## src/rtl/mc_ctrl.sv

```systemverilog
// Multi-cycle MIPS control sequencer: Moore FSM over one shared ALU and one unified memory port.
// 3-5 cycles per instruction; mem_ready=0 holds FETCH/MEMRD/MEMWR, adding one cycle per wait.
module mc_ctrl #(
    parameter int STATE_W = 4,
    parameter int RA_REG  = 31
) (
    input  logic               clk,
    input  logic               rstn,
    input  logic [5:0]         Op,
    input  logic [5:0]         Funct,
    input  logic               Zero,
    input  logic               mem_ready,
    output logic               PCWrite,
    output logic               IRWrite,
    output logic               MemRead,
    output logic               MemWrite,
    output logic               IorD,
    output logic               RegWrite,
    output logic               ALUSrcA,
    output logic [1:0]         ALUSrcB,
    output logic               EXTOp,
    output logic [4:0]         ALUOp,
    output logic [1:0]         PCSrc,
    output logic [1:0]         GPRSel,
    output logic [1:0]         WDSel,
    output logic [3:0]         LOADSel,
    output logic               illegal,
    output logic [STATE_W-1:0] dbg_state
);

    if (RA_REG < 1 || RA_REG > 31 || STATE_W < 4) begin : g_bad_params
        $error("mc_ctrl: RA_REG must be 1..31 and STATE_W at least 4");
    end

    typedef enum logic [STATE_W-1:0] {
        S_IDLE   = STATE_W'(0),
        S_FETCH  = STATE_W'(1),
        S_DECODE = STATE_W'(2),
        S_MEMADR = STATE_W'(3),
        S_MEMRD  = STATE_W'(4),
        S_MEMWB  = STATE_W'(5),
        S_MEMWR  = STATE_W'(6),
        S_EXEC   = STATE_W'(7),
        S_ALUWB  = STATE_W'(8),
        S_BRANCH = STATE_W'(9),
        S_JUMP   = STATE_W'(10),
        S_JREG   = STATE_W'(11)
    } state_t;

    localparam logic [5:0] OP_RTYPE = 6'h00, OP_J    = 6'h02, OP_JAL  = 6'h03;
    localparam logic [5:0] OP_BEQ   = 6'h04, OP_BNE  = 6'h05, OP_ADDI = 6'h08;
    localparam logic [5:0] OP_SLTI  = 6'h0A, OP_ANDI = 6'h0C, OP_ORI  = 6'h0D;
    localparam logic [5:0] OP_LUI   = 6'h0F, OP_LB   = 6'h20, OP_LW   = 6'h23;
    localparam logic [5:0] OP_SW    = 6'h2B;
    localparam logic [5:0] F_JR     = 6'h08, F_JALR  = 6'h09;

    localparam logic [4:0] ALU_ADD  = 5'd1,  ALU_SUB  = 5'd2,  ALU_AND  = 5'd3;
    localparam logic [4:0] ALU_OR   = 5'd4,  ALU_SLT  = 5'd5,  ALU_SLTU = 5'd6;
    localparam logic [4:0] ALU_SLL  = 5'd7,  ALU_NOR  = 5'd8,  ALU_LUI  = 5'd9;
    localparam logic [4:0] ALU_SRL  = 5'd10, ALU_SLLV = 5'd11, ALU_XOR  = 5'd12;
    localparam logic [4:0] ALU_SRA  = 5'd13, ALU_SRAV = 5'd14;

    state_t     state;
    logic [4:0] r_alu;
    logic [4:0] i_alu;
    logic       is_r_alu, is_i_alu, is_load, is_lb, is_sw;
    logic       is_branch, is_bne, is_jump, is_jal, is_jr, is_jalr, is_legal;

    // ALU op of an R-type function; 0 marks a function the datapath cannot execute
    always_comb begin
        r_alu = 5'd0;
        case (Funct)
            6'h20, 6'h21: r_alu = ALU_ADD;
            6'h22, 6'h23: r_alu = ALU_SUB;
            6'h24:        r_alu = ALU_AND;
            6'h25:        r_alu = ALU_OR;
            6'h26:        r_alu = ALU_XOR;
            6'h27:        r_alu = ALU_NOR;
            6'h2A:        r_alu = ALU_SLT;
            6'h2B:        r_alu = ALU_SLTU;
            6'h00:        r_alu = ALU_SLL;
            6'h02:        r_alu = ALU_SRL;
            6'h03:        r_alu = ALU_SRA;
            6'h04:        r_alu = ALU_SLLV;
            6'h07:        r_alu = ALU_SRAV;
            default:      r_alu = 5'd0;
        endcase
    end

    always_comb begin
        i_alu = 5'd0;
        case (Op)
            OP_ADDI: i_alu = ALU_ADD;
            OP_SLTI: i_alu = ALU_SLT;
            OP_ANDI: i_alu = ALU_AND;
            OP_ORI:  i_alu = ALU_OR;
            OP_LUI:  i_alu = ALU_LUI;
            default: i_alu = 5'd0;
        endcase
    end

    assign is_r_alu  = (Op == OP_RTYPE) && (r_alu != 5'd0);
    assign is_i_alu  = (i_alu != 5'd0);
    assign is_lb     = (Op == OP_LB);
    assign is_load   = (Op == OP_LW) || is_lb;
    assign is_sw     = (Op == OP_SW);
    assign is_bne    = (Op == OP_BNE);
    assign is_branch = (Op == OP_BEQ) || is_bne;
    assign is_jal    = (Op == OP_JAL);
    assign is_jump   = (Op == OP_J) || is_jal;
    assign is_jr     = (Op == OP_RTYPE) && (Funct == F_JR);
    assign is_jalr   = (Op == OP_RTYPE) && (Funct == F_JALR);
    assign is_legal  = is_r_alu | is_i_alu | is_load | is_sw | is_branch | is_jump | is_jr | is_jalr;

    always_ff @(posedge clk or negedge rstn) begin
        if (!rstn) begin
            state <= S_IDLE;
        end else begin
            case (state)
                S_IDLE:   state <= S_FETCH;
                S_FETCH:  if (mem_ready) state <= S_DECODE;
                S_DECODE: begin
                    if (is_load || is_sw)           state <= S_MEMADR;
                    else if (is_r_alu || is_i_alu)  state <= S_EXEC;
                    else if (is_branch)             state <= S_BRANCH;
                    else if (is_jump)               state <= S_JUMP;
                    else if (is_jr || is_jalr)      state <= S_JREG;
                    else                            state <= S_FETCH;
                end
                S_MEMADR: state <= is_sw ? S_MEMWR : S_MEMRD;
                S_MEMRD:  if (mem_ready) state <= S_MEMWB;
                S_MEMWR:  if (mem_ready) state <= S_FETCH;
                S_EXEC:   state <= S_ALUWB;
                default:  state <= S_FETCH;
            endcase
        end
    end

    assign dbg_state = state;

    // Reset forces IDLE asynchronously, so every strobe decoded here drops with rstn
    always_comb begin
        PCWrite  = 1'b0;
        IRWrite  = 1'b0;
        MemRead  = 1'b0;
        MemWrite = 1'b0;
        IorD     = 1'b0;
        RegWrite = 1'b0;
        ALUSrcA  = 1'b0;
        ALUSrcB  = 2'b00;
        EXTOp    = 1'b0;
        ALUOp    = 5'd0;
        PCSrc    = 2'b00;
        GPRSel   = 2'b00;
        WDSel    = 2'b00;
        LOADSel  = 4'b0000;
        illegal  = 1'b0;
        case (state)
            S_FETCH: begin
                MemRead = 1'b1;
                ALUSrcB = 2'b01;
                ALUOp   = ALU_ADD;
                IRWrite = mem_ready;
                PCWrite = mem_ready;
            end
            S_DECODE: begin
                ALUSrcB = 2'b11;
                ALUOp   = ALU_ADD;
                EXTOp   = 1'b1;
                illegal = ~is_legal;
            end
            S_MEMADR: begin
                ALUSrcA = 1'b1;
                ALUSrcB = 2'b10;
                EXTOp   = 1'b1;
                ALUOp   = ALU_ADD;
            end
            S_MEMRD: begin
                MemRead = 1'b1;
                IorD    = 1'b1;
            end
            S_MEMWB: begin
                RegWrite = 1'b1;
                GPRSel   = 2'b01;
                WDSel    = 2'b01;
                LOADSel  = is_lb ? 4'b0001 : 4'b0000;
            end
            S_MEMWR: begin
                MemWrite = 1'b1;
                IorD     = 1'b1;
            end
            S_EXEC: begin
                ALUSrcA = 1'b1;
                if (Op == OP_RTYPE) begin
                    ALUSrcB = 2'b00;
                    ALUOp   = r_alu;
                end else begin
                    ALUSrcB = 2'b10;
                    EXTOp   = (Op == OP_ADDI) || (Op == OP_SLTI);
                    ALUOp   = i_alu;
                end
            end
            S_ALUWB: begin
                RegWrite = 1'b1;
                GPRSel   = (Op == OP_RTYPE) ? 2'b00 : 2'b01;
            end
            S_BRANCH: begin
                ALUSrcA = 1'b1;
                ALUOp   = ALU_SUB;
                PCSrc   = 2'b01;
                PCWrite = is_bne ? ~Zero : Zero;
            end
            S_JUMP: begin
                PCWrite  = 1'b1;
                PCSrc    = 2'b10;
                RegWrite = is_jal;
                GPRSel   = is_jal ? 2'b10 : 2'b00;
                WDSel    = is_jal ? 2'b10 : 2'b00;
            end
            S_JREG: begin
                PCWrite  = 1'b1;
                PCSrc    = 2'b11;
                RegWrite = is_jalr;
                WDSel    = is_jalr ? 2'b10 : 2'b00;
            end
            default: ;
        endcase
    end

endmodule
```

## config.mk

```make
export PLATFORM = sky130hd
export DESIGN_NAME = mc_ctrl
export DESIGN_NICKNAME = d
export VERILOG_FILES = /design/src/rtl/mc_ctrl.sv
export SDC_FILE = /design/constraint.sdc
export NUM_CORES = 1
export LEC_CHECK = 0
export ABC_CLOCK_PERIOD_IN_PS = 2300
export BUFFER_PORTS_ARGS = -buffer_cell sky130_fd_sc_hd__buf_2
export CELL_PAD_IN_SITES_DETAIL_PLACEMENT = 0
export CELL_PAD_IN_SITES_GLOBAL_PLACEMENT = 1
export CORE_MARGIN = 2
export CORE_UTILIZATION = 35
export CTS_BUF_LIST = sky130_fd_sc_hd__clkbuf_4
export DETAILED_ROUTE_END_ITERATION = 8
export PLACE_DENSITY_LB_ADDON = 0.1
export SLEW_MARGIN = 0
export SYNTH_ARGS = -nofsm -noshare
export SYNTH_HDL_FRONTEND = slang
export SYNTH_SLANG_ARGS = --single-unit
```

## constraint.sdc

```tcl
create_clock -name clk -period 2.3 [get_ports clk]
set_input_delay 0.23 -clock clk [delete_from_list [all_inputs] [get_ports clk]]
set_output_delay 0.23 -clock clk [all_outputs]
set_load 0.05 [all_outputs]
```

* After elaboration in Yosys (flattened, before gate mapping)
Memory sizes are Yosys's and may differ from the RTL's. Index checks and enable logic that the tools add are counted.
Word-level totals: bits in registers 4, bits in read-only memories 256, bits of input ports 16, logic and storage cells 94, memories 1
Memories:
- (no name shown) | words 64, bits a word 4, rd ports 1, clocked after memory_dff 0, wr ports 0, RTL line 72 | case (Funct)
Operators by class: bitwise gates (word level) 9, muxes and demuxes 34, reductions and logical operators 21, equality and inequality tests 28
Operators with widths (count):
- 6-bit by 4-bit equality test with 1-bit output (second input constant) | 7
- 4-bit two-way mux | 8
- 4-bit case mux with 6 select lines | 1
- 4-bit case mux with 5 select lines | 1
- 6-bit equality test (second input constant) | 3
- 2-bit case mux with 3 select lines | 3
- 4-bit by 3-bit equality test with 1-bit output (second input constant) | 4
- 4-bit equality test (second input constant) | 4
- 5-bit case mux with 3 select lines | 1
- 6-bit by 2-bit equality test with 1-bit output (second input constant) | 2
- 6-bit by 3-bit equality test with 1-bit output (second input constant) | 2
- 1-bit two-way mux | 11
- 5-bit nonzero test | 2
- 2-bit OR reduction | 5
- 4-bit by 2-bit equality test with 1-bit output (second input constant) | 2
- 2-bit two-way mux | 4
- 2-bit case mux with 4 select lines | 1
- 1-bit logical OR | 7
- 1-bit bitwise OR | 7
- 6-bit zero test | 1
- 2-bit != test (second input constant) | 3
- 1-bit case mux with 3 select lines | 2
- 3-bit OR reduction | 2
- 5-bit two-way mux | 1
- 5 further kinds | 8

* Longest topological paths before layout
Gate-level depths: netlist (run 1).
depth after elaboration 12, gate-level depth with buffers 7, gate-level depth less buffers 7

* Least setup slack after synthesis (run 1)
No wires, ideal clock.
path type register -> output, start register state[1] (netlist: dbg_state[1]), end output port GPRSel[1], data required time 2.070 ns, setup slack -0.507 ns, cell stages (with the launch flop) 6, data arrival time 2.577 ns, path through dfrtp_1 > clkbuf_1 > nand2_1 > inv_1 > nand2_1 > nor3_1
On the way: longest elaborated chain between the ends 2, elaborated cells on any way between the ends 4, those cells by class 3 x eq/ne; 1 x mux
RTL lines:
- start: declaration | RTL line 63 | state_t state;
- start signal: assignment | RTL line 130 | S_MEMADR: state <= is_sw ? S_MEMWR : S_MEMRD;
- 4-bit equality test / 4-bit by 3-bit equality test with 1-bit output (equally long branches) | RTL line 158 | case (state)
- 2-bit case mux with 3 select lines (*) | RTL line 158
- end: declaration | RTL line 24 | output logic [1:0] GPRSel,
Every way passes the cells marked *; elsewhere a longest branch is shown, timed or not.

* Final worst setup path (run 1)
start input port Funct[1], end output port illegal
On the way: longest elaborated chain between the ends 12, elaborated cells on any way between the ends 16, those cells by class 2 x eq/ne; 1 x mux; 8 x bitwise; 4 x reduce/logical; 1 x memory
RTL lines:
- start: declaration | RTL line 10 | input logic [5:0] Funct,
- memory read 64 x 4 bit
- 5-bit nonzero test | RTL line 102 | assign is_r_alu = (Op == OP_RTYPE) && (r_alu != 5'd0);
- 1-bit logical AND | RTL line 102
- 1-bit bitwise OR (6 in series) | RTL line 113 | assign is_legal = is_r_alu | is_i_alu | is_load | is_sw | is_branch | is_jump | is_jr | is_jalr;
- 1-bit bitwise OR (*) | RTL line 113
- 1-bit NOT (*) | RTL line 170 | illegal = ~is_legal;
- 1-bit two-way mux (*) | RTL line 158
- end: declaration | RTL line 27 | output logic illegal,
Marked as above.

==> results of run 1 <==
final cells by class:
cell class,instances,area [sq um]
multi-input combinational,137,898
tap,31,38.8
fill,304,1460
sequential,4,100
clock buffer,3,22.5
inverter,7,26.3
timing repair buffer,45,240
cell usage after synthesis, drive strengths merged, types with 3 or more instances:
cell type  number  area [sq um]
inv             7          26.3
clkbuf          7          26.3
dfrtp           4           100
nand3           5          25.0
nand2b          8          50.1
a22oi           3          22.5
a21oi           8          40.0
o211ai          4          35.0
nand2          14          52.6
o22ai           4          25.0
and3            3          18.8
nor3            9          50.1
ha              4          50.1
o21ai          12          60.1
nor2b           6          37.5
nor2           20          75.1
buf             7          43.8
a31oi           4          25.0
how the worst min path moves through the flow:
stage | start | endpoint | slack, ps | depth (start not counted)
floorplan | rstn | dbg_state[0]$_DFFE_PN0P_ | -70 | 0
global route | rstn | dbg_state[1]$_DFFE_PN0P_ | 340 | 2
CTS | rstn | dbg_state[0]$_DFFE_PN0P_ | 320 | 2
global placement | rstn | dbg_state[0]$_DFFE_PN0P_ | 30 | 1
finish | rstn | dbg_state[0]$_DFFE_PN0P_ | 330 | 2
detailed placement | rstn | dbg_state[0]$_DFFE_PN0P_ | 40 | 1
placed cells by master, fill, tap and decap left out, types with 2 or more instances in the layout:
cell type and count:
o21ai_1 2, xor2_1 2, clkbuf_4 3, nand2_1 14
nand2b_1 8, nor3_1 5, a21boi_1 2, conb_1 4
a41oi_1 2, a21o_1 2, ha_1 3, buf_4 4
nor2b_1 6, nand3_1 5, nand3b_1 2, o21ai_0 10
nor2_1 20, a22oi_1 3, o211ai_1 3, a21oi_1 8
a2bb2oi_1 2, buf_2 40, inv_1 7, and3_1 3
nor3_2 4, dfrtp_1 4, a31oi_1 4, nor4b_1 2
o22ai_1 2, o22ai_2 2
per-layer routing:
metal	vias to the layer above	share of wire (%)	track usage, %
met5	-	0	0
met4	0	0.35	1.99
met3	2	7.0	2.01
met2	43	46	30.2
met1	584	47	27.9
li1	648	-	-
kinds of logic after synthesis:
kind of cell               after synthesis
and+or+nand+nor                         75
AOI/OAI and AO/OA                       50
buffers and inverters                   21
adders and majority gates                4
DFF                                      4
xor gates and xnor gates                 3
other                                    1
muxes                                    1
metrics by stage:
| step | util [%] | power [mW] | area, sq um |
|---|---|---|---|
| after global routing | 47.7 | 1.46 | 1330 |
| after global placement | 45.7 | 1.26 | 1270 |
| after CTS | 47.0 | 1.37 | 1310 |
| after floorplan | - | 1.03 | 1080 |
| after detailed placement | 45.7 | 1.27 | 1270 |
| final | 47.7 | 1.37 | 1330 |
power groups by stage:
stage	clock, mW	combinational (mW)	sequential (mW)
finish	0.0867	1.17	0.110
global route	0.0934	1.26	0.113
CTS	0.0907	1.17	0.109
detailed placement	0	1.16	0.110
global placement	0	1.16	0.109
floorplan	0	0.834	0.199
repair_timing:
action / 4_1_cts / 5_1_grt
resized for setup: 1 / 3
endpoints found under the hold margin: 4 / 0
setup buffers: 0 / 0
endpoints found under the setup margin: 1 / 1
hold buffers: 1 / 0
==> results.py, run 1 <==
metrics = {
    "synthesis": {
        "ys_seq_area_share_pct": 9.72,
        "synthDistinctLibCells": 46,
        "synth-seq-cells": 4,
        "synth_compound_area_share_pct": 33.0,
        "yosys_warnings": 0,
        "syn_area_sq_um": 1030,
        "synth-xor-area-share_pct": 2.55,
        "synth-async-reset-ratio_pct": 100,
        "synth-adder-area-share_pct": 4.86,
        "synth_edf_count": 0,
        "synthSimpleGateAreaFrac_pct": 39.0,
        "syn_inst": 159,
        "synth_ff_type": "dfrtp_1",
        "synth_mux_area_share_pct": 1.09,
        "post_synth.cell_area_avg_sq_um": 6.48,
        "synth_top_family_by_area": "simple AND/OR/NAND/NOR gates",
    },
    "die": {
        "coreArea_sq_um": 2780,
        "die_x_um": 58.2,
        "start_util_pct": 37.0,
        "rows": 19,
        "die_y_um": 58.2,
        "die_area_sq_um": 3390,
        "ios": 46,
    },
    "setup_path": {
        "endpoint": "illegal",
        "crit_path_end_kind": "output pin",
        "r2r-start": "dbg_state[1]$_DFFE_PN0P_",
        "worstPathMaxFanout": 7,
        "cp.depth": 9,
        "rrSetupSlack_ps": 760,
        "r2r-end": "dbg_state[1]$_DFFE_PN0P_",
        "required_ps": 2070,
        "crit_path_cell_trace": "buf_2, inv_1, ha_4, nor2_1, a211oi_2, a2bb2oi_1, a32o_2, and3b_1, buf_4",
        "critical_path_class": "primary input to output pin",
        "crit_path_start_kind": "primary input",
        "cp_num_buf_inv": 3,
        "slowest_delay_ps": 300,
        "crit_slowest_cell": "ha_4",
        "cp-startpoint": "Funct[1]",
        "crit_family": "compound AO/OA/AOI/OAI gates",
        "rr_worst_depth": 6,
        "crit_arrival_ps": 1890,
    },
    "route": {
        "vias": 1277,
        "detail_route.wl_per_cell_um": 13.9,
        "viasPerCell": 5.63,
        "drt-initial-drc-count": 36,
        "drtPass1Iterations": 4,
        "wirelength_um": 3150,
        "ant_nets": 0,
        "drcViolationCount": 0,
    },
    "run": {
        "drv_cap": 0,
    },
    "timing": {
        "hold_violations": 0,
        "layout_setup_ws_ps": 180,
        "finClkSkew_ps": 1.57,
        "post-route-period-util_pct": 92.2,
        "hold_slack_ps": 326,
        "tns_ps": 0,
        "drv_slew": 0,
        "grt_setup_unrepaired": "no",
        "final-setup-viol-count": 0,
        "fmax_ghz": 0.472,
        "finalCriticalPeriod_ps": 2120,
    },
    "grt": {
        "grtUsageTotal_pct": 18.8,
        "antenna_found_initial": 0,
        "grt_pass1_vias": 1091,
        "grt_max_degree": 25,
        "grt_pass1_wl_um": 5100,
        "grt_overflow_total": 0,
    },
    "power_and_ir_drop": {
        "comb_power_share_pct": 85.6,
        "power.leakage_nw": 0.606,
        "switchingPower_mw": 0.906,
        "p_int_mw": 0.461,
        "peakVddDrop_v": 0.00107,
        "power.share.clock_pct": 6.3,
        "p_seq_share_pct": 8.0,
        "swShare_pct": 66.3,
        "power_density_nw_per_um2": 1030,
    },
    "place": {
        "placedCellCount": 223,
        "gp_congestion": 0.923,
        "io_buffers": 41,
        "pre_cts_ws_ps": -2.24,
        "dp.final_hpwl_um": 2470,
    },
    "cells_and_area": {
        "finalNetCount": 218,
        "largest_reg_flops": 4,
        "n_antenna_cell": 0,
        "drive_gt1_share_pct": 31.6,
        "fin_cells": 227,
        "area_growth_pct": 28.8,
    },
    "cts": {
        "clk_latency_ps": 240,
        "cts_made_buffers": 3,
        "tritoncts": "yes",
        "clk_path_buf_depth": 2,
        "ctsHtreeMaxLevel": 1,
        "clkTransAtPathRegs_ps": 40,
        "cts_root_buf": "clkbuf_4",
        "cts_sinks": 4,
    },
    "status": {
        "status": "finished clean",
    },
    "min_path": {
        "holdCritPathClass": "primary input to async pin",
    },
}
Note: power is estimated with default switching activity, not from simulation.
==> inputs of run 2 (changes only) <==
Settings changed: CORE_ASPECT_RATIO set to 0.5.
==> run 2 against run 1 <==
Effect of this change:
- fmax fell by 0.14%
- utilization rose by 2.5 points
- clock power rose by 4.0%
- global-route usage rose by 0.29 points
- worst setup slack got worse by 3.0 ps
- sequential power rose by 5%
- die area rose by 0.78%
- sequential share of layout area fell by 0.17 points
- clock-buffer cell count did not move
- first-iteration DRC count rose by 130%
- largest cell class unchanged
- highest routed layer unchanged
==> results.py, run 2 (synthesis results as in run 1) <==
metrics = {
    "run": {
        "drv_cap": 0,
    },
    "grt": {
        "grt_pass1_wl_um": 5200,
        "antenna_found_initial": 0,
        "grt_overflow_total": 0,
        "grtUsageTotal_pct": 19.1,
        "grt_pass1_vias": 1112,
        "grt_max_degree": 25,
    },
    "place": {
        "io_buffers": 41,
        "dp.final_hpwl_um": 2500,
        "placedCellCount": 232,
        "gp_congestion": 0.878,
    },
    "setup_path": {
        "required_ps": 2070,
        "crit_path_end_kind": "output pin",
        "crit_arrival_ps": 1890,
        "critical_path_class": "primary input to output pin",
        "crit_path_start_kind": "primary input",
        "worstPathMaxFanout": 7,
    },
    "power_and_ir_drop": {
        "power.leakage_nw": 0.621,
        "power_density_nw_per_um2": 1010,
        "peakVddDrop_v": 0.000650,
    },
    "route": {
        "drt-initial-drc-count": 84,
        "vias": 1301,
        "ant_nets": 0,
        "drcViolationCount": 0,
        "drtPass1Iterations": 6,
        "detail_route.wl_per_cell_um": 13.9,
        "wirelength_um": 3280,
        "viasPerCell": 5.51,
    },
    "die": {
        "coreArea_sq_um": 2700,
        "die_area_sq_um": 3420,
        "die_y_um": 42.4,
        "start_util_pct": 38.1,
        "ios": 46,
        "die_x_um": 80.7,
        "rows": 13,
    },
    "cts": {
        "clk_path_buf_depth": 2,
        "cts_made_buffers": 3,
        "clkTransAtPathRegs_ps": 40,
        "clk_latency_ps": 240,
        "cts_sinks": 4,
        "ctsHtreeMaxLevel": 1,
        "tritoncts": "yes",
        "cts_root_buf": "clkbuf_4",
    },
    "cells_and_area": {
        "fin_cells": 236,
        "area_growth_pct": 31.7,
        "drive_gt1_share_pct": 32.7,
        "largest_reg_flops": 4,
        "finalNetCount": 221,
        "most-common-layout-cells": "buf_2 (40), nor2_1 (20), nand2_1 (14)",
        "final_common_cell": "buf_2",
        "n_antenna_cell": 0,
    },
    "timing": {
        "post-route-period-util_pct": 92.3,
        "drv_slew": 0,
        "final-setup-viol-count": 0,
        "grt_setup_unrepaired": "no",
        "tns_ps": 0,
        "finalCriticalPeriod_ps": 2120,
        "fmax_ghz": 0.471,
        "finClkSkew_ps": 1.81,
        "hold_violations": 0,
    },
    "min_path": {
        "holdCritPathClass": "primary input to async pin",
    },
    "status": {
        "status": "finished clean",
    },
}
-- run 2: per-layer routing --
| layer | share of wire [%] | global-route usage (%) |
|---|---|---|
| met1 | 46 | 26.5 |
| met5 | 0 | 0 |
| met3 | 6.4 | 2.16 |
| met4 | 0.37 | 4.41 |
| met2 | 47 | 31.7 |
-- run 2: layout make-up --
cell class	count	area, sq um
multi-input cells	137	898
clock buffers	3	22.5
repair buffers	48	263
well taps	37	46.3
inverters	7	26.3
fillers	289	1340
flip-flops and latches	4	100
-- run 2: timing repair --
action | in CTS | in global routing
hold endpoints to repair | 4 | 0
gates resized for setup | 1 | 3
setup endpoints to repair | 1 | 1
hold buffers | 1 | 0
buffers inserted | 0 | 0
-- run 2: through the flow --
stage               util (%)  hold slack, ps  area (sq um)  total power, mW  setup slack, ps
finish                  50.2             323          1360             1.37              177
global route            50.2             341          1360             1.47             5.83
CTS                     49.5             320          1340             1.37             20.0
detailed placement      48.2            37.0          1300             1.28            -27.5
global placement        48.2            37.3          1300             1.28             62.3
floorplan                  -           -65.6          1080             1.03             -123
-- run 2: path summary, 6_finish.rpt --
path	start	end	slack [ps]	depth (start not counted)
max in group asynchronous	rstn	dbg_state[1]$_DFFE_PN0P_	1860	2
min in group clk	Op[4]	dbg_state[3]$_DFFE_PN0P_	450	4
min reg2reg	dbg_state[3]$_DFFE_PN0P_	dbg_state[1]$_DFFE_PN0P_	750	1
min	rstn	dbg_state[2]$_DFFE_PN0P_	320	2
max reg2reg	dbg_state[1]$_DFFE_PN0P_	dbg_state[1]$_DFFE_PN0P_	760	6
max	Funct[1]	illegal	180	9
-- run 2: critical path, cell delays in order --
cell      delay (ps)
buf_2            150
inv_1            120
ha_4             310
nand2_1           70
o21ai_0          230
a21boi_1         110
a32o_2           310
and3b_1          190
buf_4            180
-- run 2: power by group --
part           total, mW  leakage (nW)  switching, mW  internal [mW]
clock             0.0902        0.0138         0.0316         0.0586
combinational       1.17         0.555          0.860          0.310
sequential         0.115        0.0516         0.0202         0.0943
==> inputs of run 3 (changes only) <==
Settings changed: BUFFER_PORTS_ARGS -buffer_cell sky130_fd_sc_hd__buf_2 to -buffer_cell sky130_fd_sc_hd__clkbuf_2.
==> run 3 against run 2 <==
Effect of this change:
- power decreased by 0.85%
- global-route usage decreased by 1.3 points
- utilization increased by 0.32 points
==> results.py, run 3 (synthesis results as in run 1) <==
metrics = {
    "grt": {
        "grt_overflow_total": 0,
        "grt_pass1_vias": 997,
        "grt_pass1_wl_um": 4770,
        "grtUsageTotal_pct": 17.8,
        "grt_max_degree": 25,
        "antenna_found_initial": 0,
    },
    "route": {
        "drt-initial-drc-count": 67,
        "routed.top_layer": "met4",
        "met2_wirelength_um": 1390,
        "drtPass1Iterations": 4,
        "wl_met3_um": 162,
        "viasPerCell": 5.36,
        "detail_route.wl_per_cell_um": 12.8,
        "vias": 1282,
        "ant_nets": 0,
        "drcViolationCount": 0,
        "wirelength_um": 3070,
        "wl_met1_um": 1510,
    },
    "cells_and_area": {
        "largest_reg_flops": 4,
        "drive_gt1_share_pct": 32.7,
        "final_area_sq_um": 1370,
        "finalNetCount": 224,
        "most-common-layout-cells": "clkbuf_2 (40), nor2_1 (20), nand2_1 (14)",
        "n_antenna_cell": 0,
        "area_growth_pct": 32.6,
        "fin_cells": 239,
        "final_common_cell": "clkbuf_2",
        "fillCellCount": 289,
        "postLayoutCoreUtil_pct": 50.6,
    },
    "cts": {
        "clkTransAtPathRegs_ps": 40,
        "post-cts-setup-buffer-count": 0,
        "cts_made_buffers": 3,
        "clk_latency_ps": 230,
        "tritoncts": "yes",
        "clk_path_buf_depth": 2,
        "cts_sinks": 4,
        "cts_root_buf": "clkbuf_4",
        "ctsHtreeMaxLevel": 1,
    },
    "place": {
        "dp.final_hpwl_um": 2460,
        "placedCellCount": 235,
        "pre_cts_ws_ps": 80.5,
        "io_buffers": 41,
        "gp_congestion": 0.878,
        "dpl_cell_area_sq_um": 1330,
    },
    "die": {
        "ios": 46,
        "start_util_pct": 38.1,
        "die_x_um": 80.7,
        "rows": 13,
        "coreArea_sq_um": 2700,
        "die_y_um": 42.4,
        "die_area_sq_um": 3420,
    },
    "power_and_ir_drop": {
        "total_power_mw": 1.36,
        "power_density_nw_per_um2": 998,
        "power.leakage_nw": 0.622,
        "peakVddDrop_v": 0.000553,
    },
    "min_path": {
        "holdCritPathClass": "primary input to async pin",
    },
    "timing": {
        "layout_setup_ws_ps": 188,
        "post-route-period-util_pct": 91.8,
        "drv_slew": 0,
        "finalCriticalPeriod_ps": 2110,
        "grt_setup_unrepaired": "no",
        "hold_violations": 0,
        "finClkSkew_ps": 1.72,
        "fmax_ghz": 0.473,
        "final-setup-viol-count": 0,
    },
    "setup_path": {
        "crit_arrival_ps": 1880,
        "critical_path_class": "primary input to output pin",
        "crit_path_end_kind": "output pin",
        "required_ps": 2070,
        "worstPathMaxFanout": 5,
        "crit_path_start_kind": "primary input",
    },
    "status": {
        "status": "finished clean",
    },
    "run": {
        "drv_cap": 0,
    },
}
run 3: stage by stage:
step	hold slack [ps]	setup TNS, ps
after floorplan	-65.6	-322
after global placement	35.6	0
after detailed placement	37.5	0
after CTS	326	0
after global routing	361	0
final	341	0
run 3: worst max-delay path: stages:
cell       delay (ps)
clkbuf_2          100
inv_1              60
ha_1              340
nor2_1             70
a211oi_2          230
a2bb2oi_1         200
a32o_1            220
and3b_1           180
clkbuf_4          230
run 3: per-layer routing:
metal,global-route usage (%),vias up
li1,-,660
met1,27.3,588
met2,25.5,32
met3,1.51,2
met4,5.76,0
met5,0,-
run 3: path summary, 6_finish.rpt:
check,startpoint,end,slack (ps),cells after the start
max,Funct[1],illegal,190,9
min,rstn,dbg_state[2]$_DFFE_PN0P_,340,2
max reg2reg,dbg_state[1]$_DFFE_PN0P_,dbg_state[1]$_DFFE_PN0P_,770,6
min reg2reg,dbg_state[3]$_DFFE_PN0P_,dbg_state[1]$_DFFE_PN0P_,730,1
max in group asynchronous,rstn,dbg_state[1]$_DFFE_PN0P_,1840,2
min in group clk,mem_ready,dbg_state[1]$_DFFE_PN0P_,460,4
run 3: layout make-up:
| type | instances | area (sq um) | area share, % |
|---|---|---|---|
| sequential | 4 | 100 | 7.33 |
| clock buffer | 3 | 22.5 | 1.65 |
| inverter | 7 | 26.3 | 1.92 |
| tap | 37 | 46.3 | 3.39 |
| multi-input combinational | 137 | 885 | 64.8 |
| timing repair buffer | 51 | 285 | 20.9 |
run 3: report_power, final:
| group | leakage [nW] | switching [mW] | internal, mW |
|---|---|---|---|
| clock network | 0.0138 | 0.0266 | 0.0582 |
| registers | 0.0516 | 0.0267 | 0.0943 |
| logic | 0.556 | 0.852 | 0.305 |
| total | 0.622 | 0.905 | 0.457 |
run 3: what timing repair did:
item,4_1_cts,5_1_grt
resized for setup,0,3
setup endpoints to repair,0,1
hold buffers,1,0
hold endpoints to repair,4,0
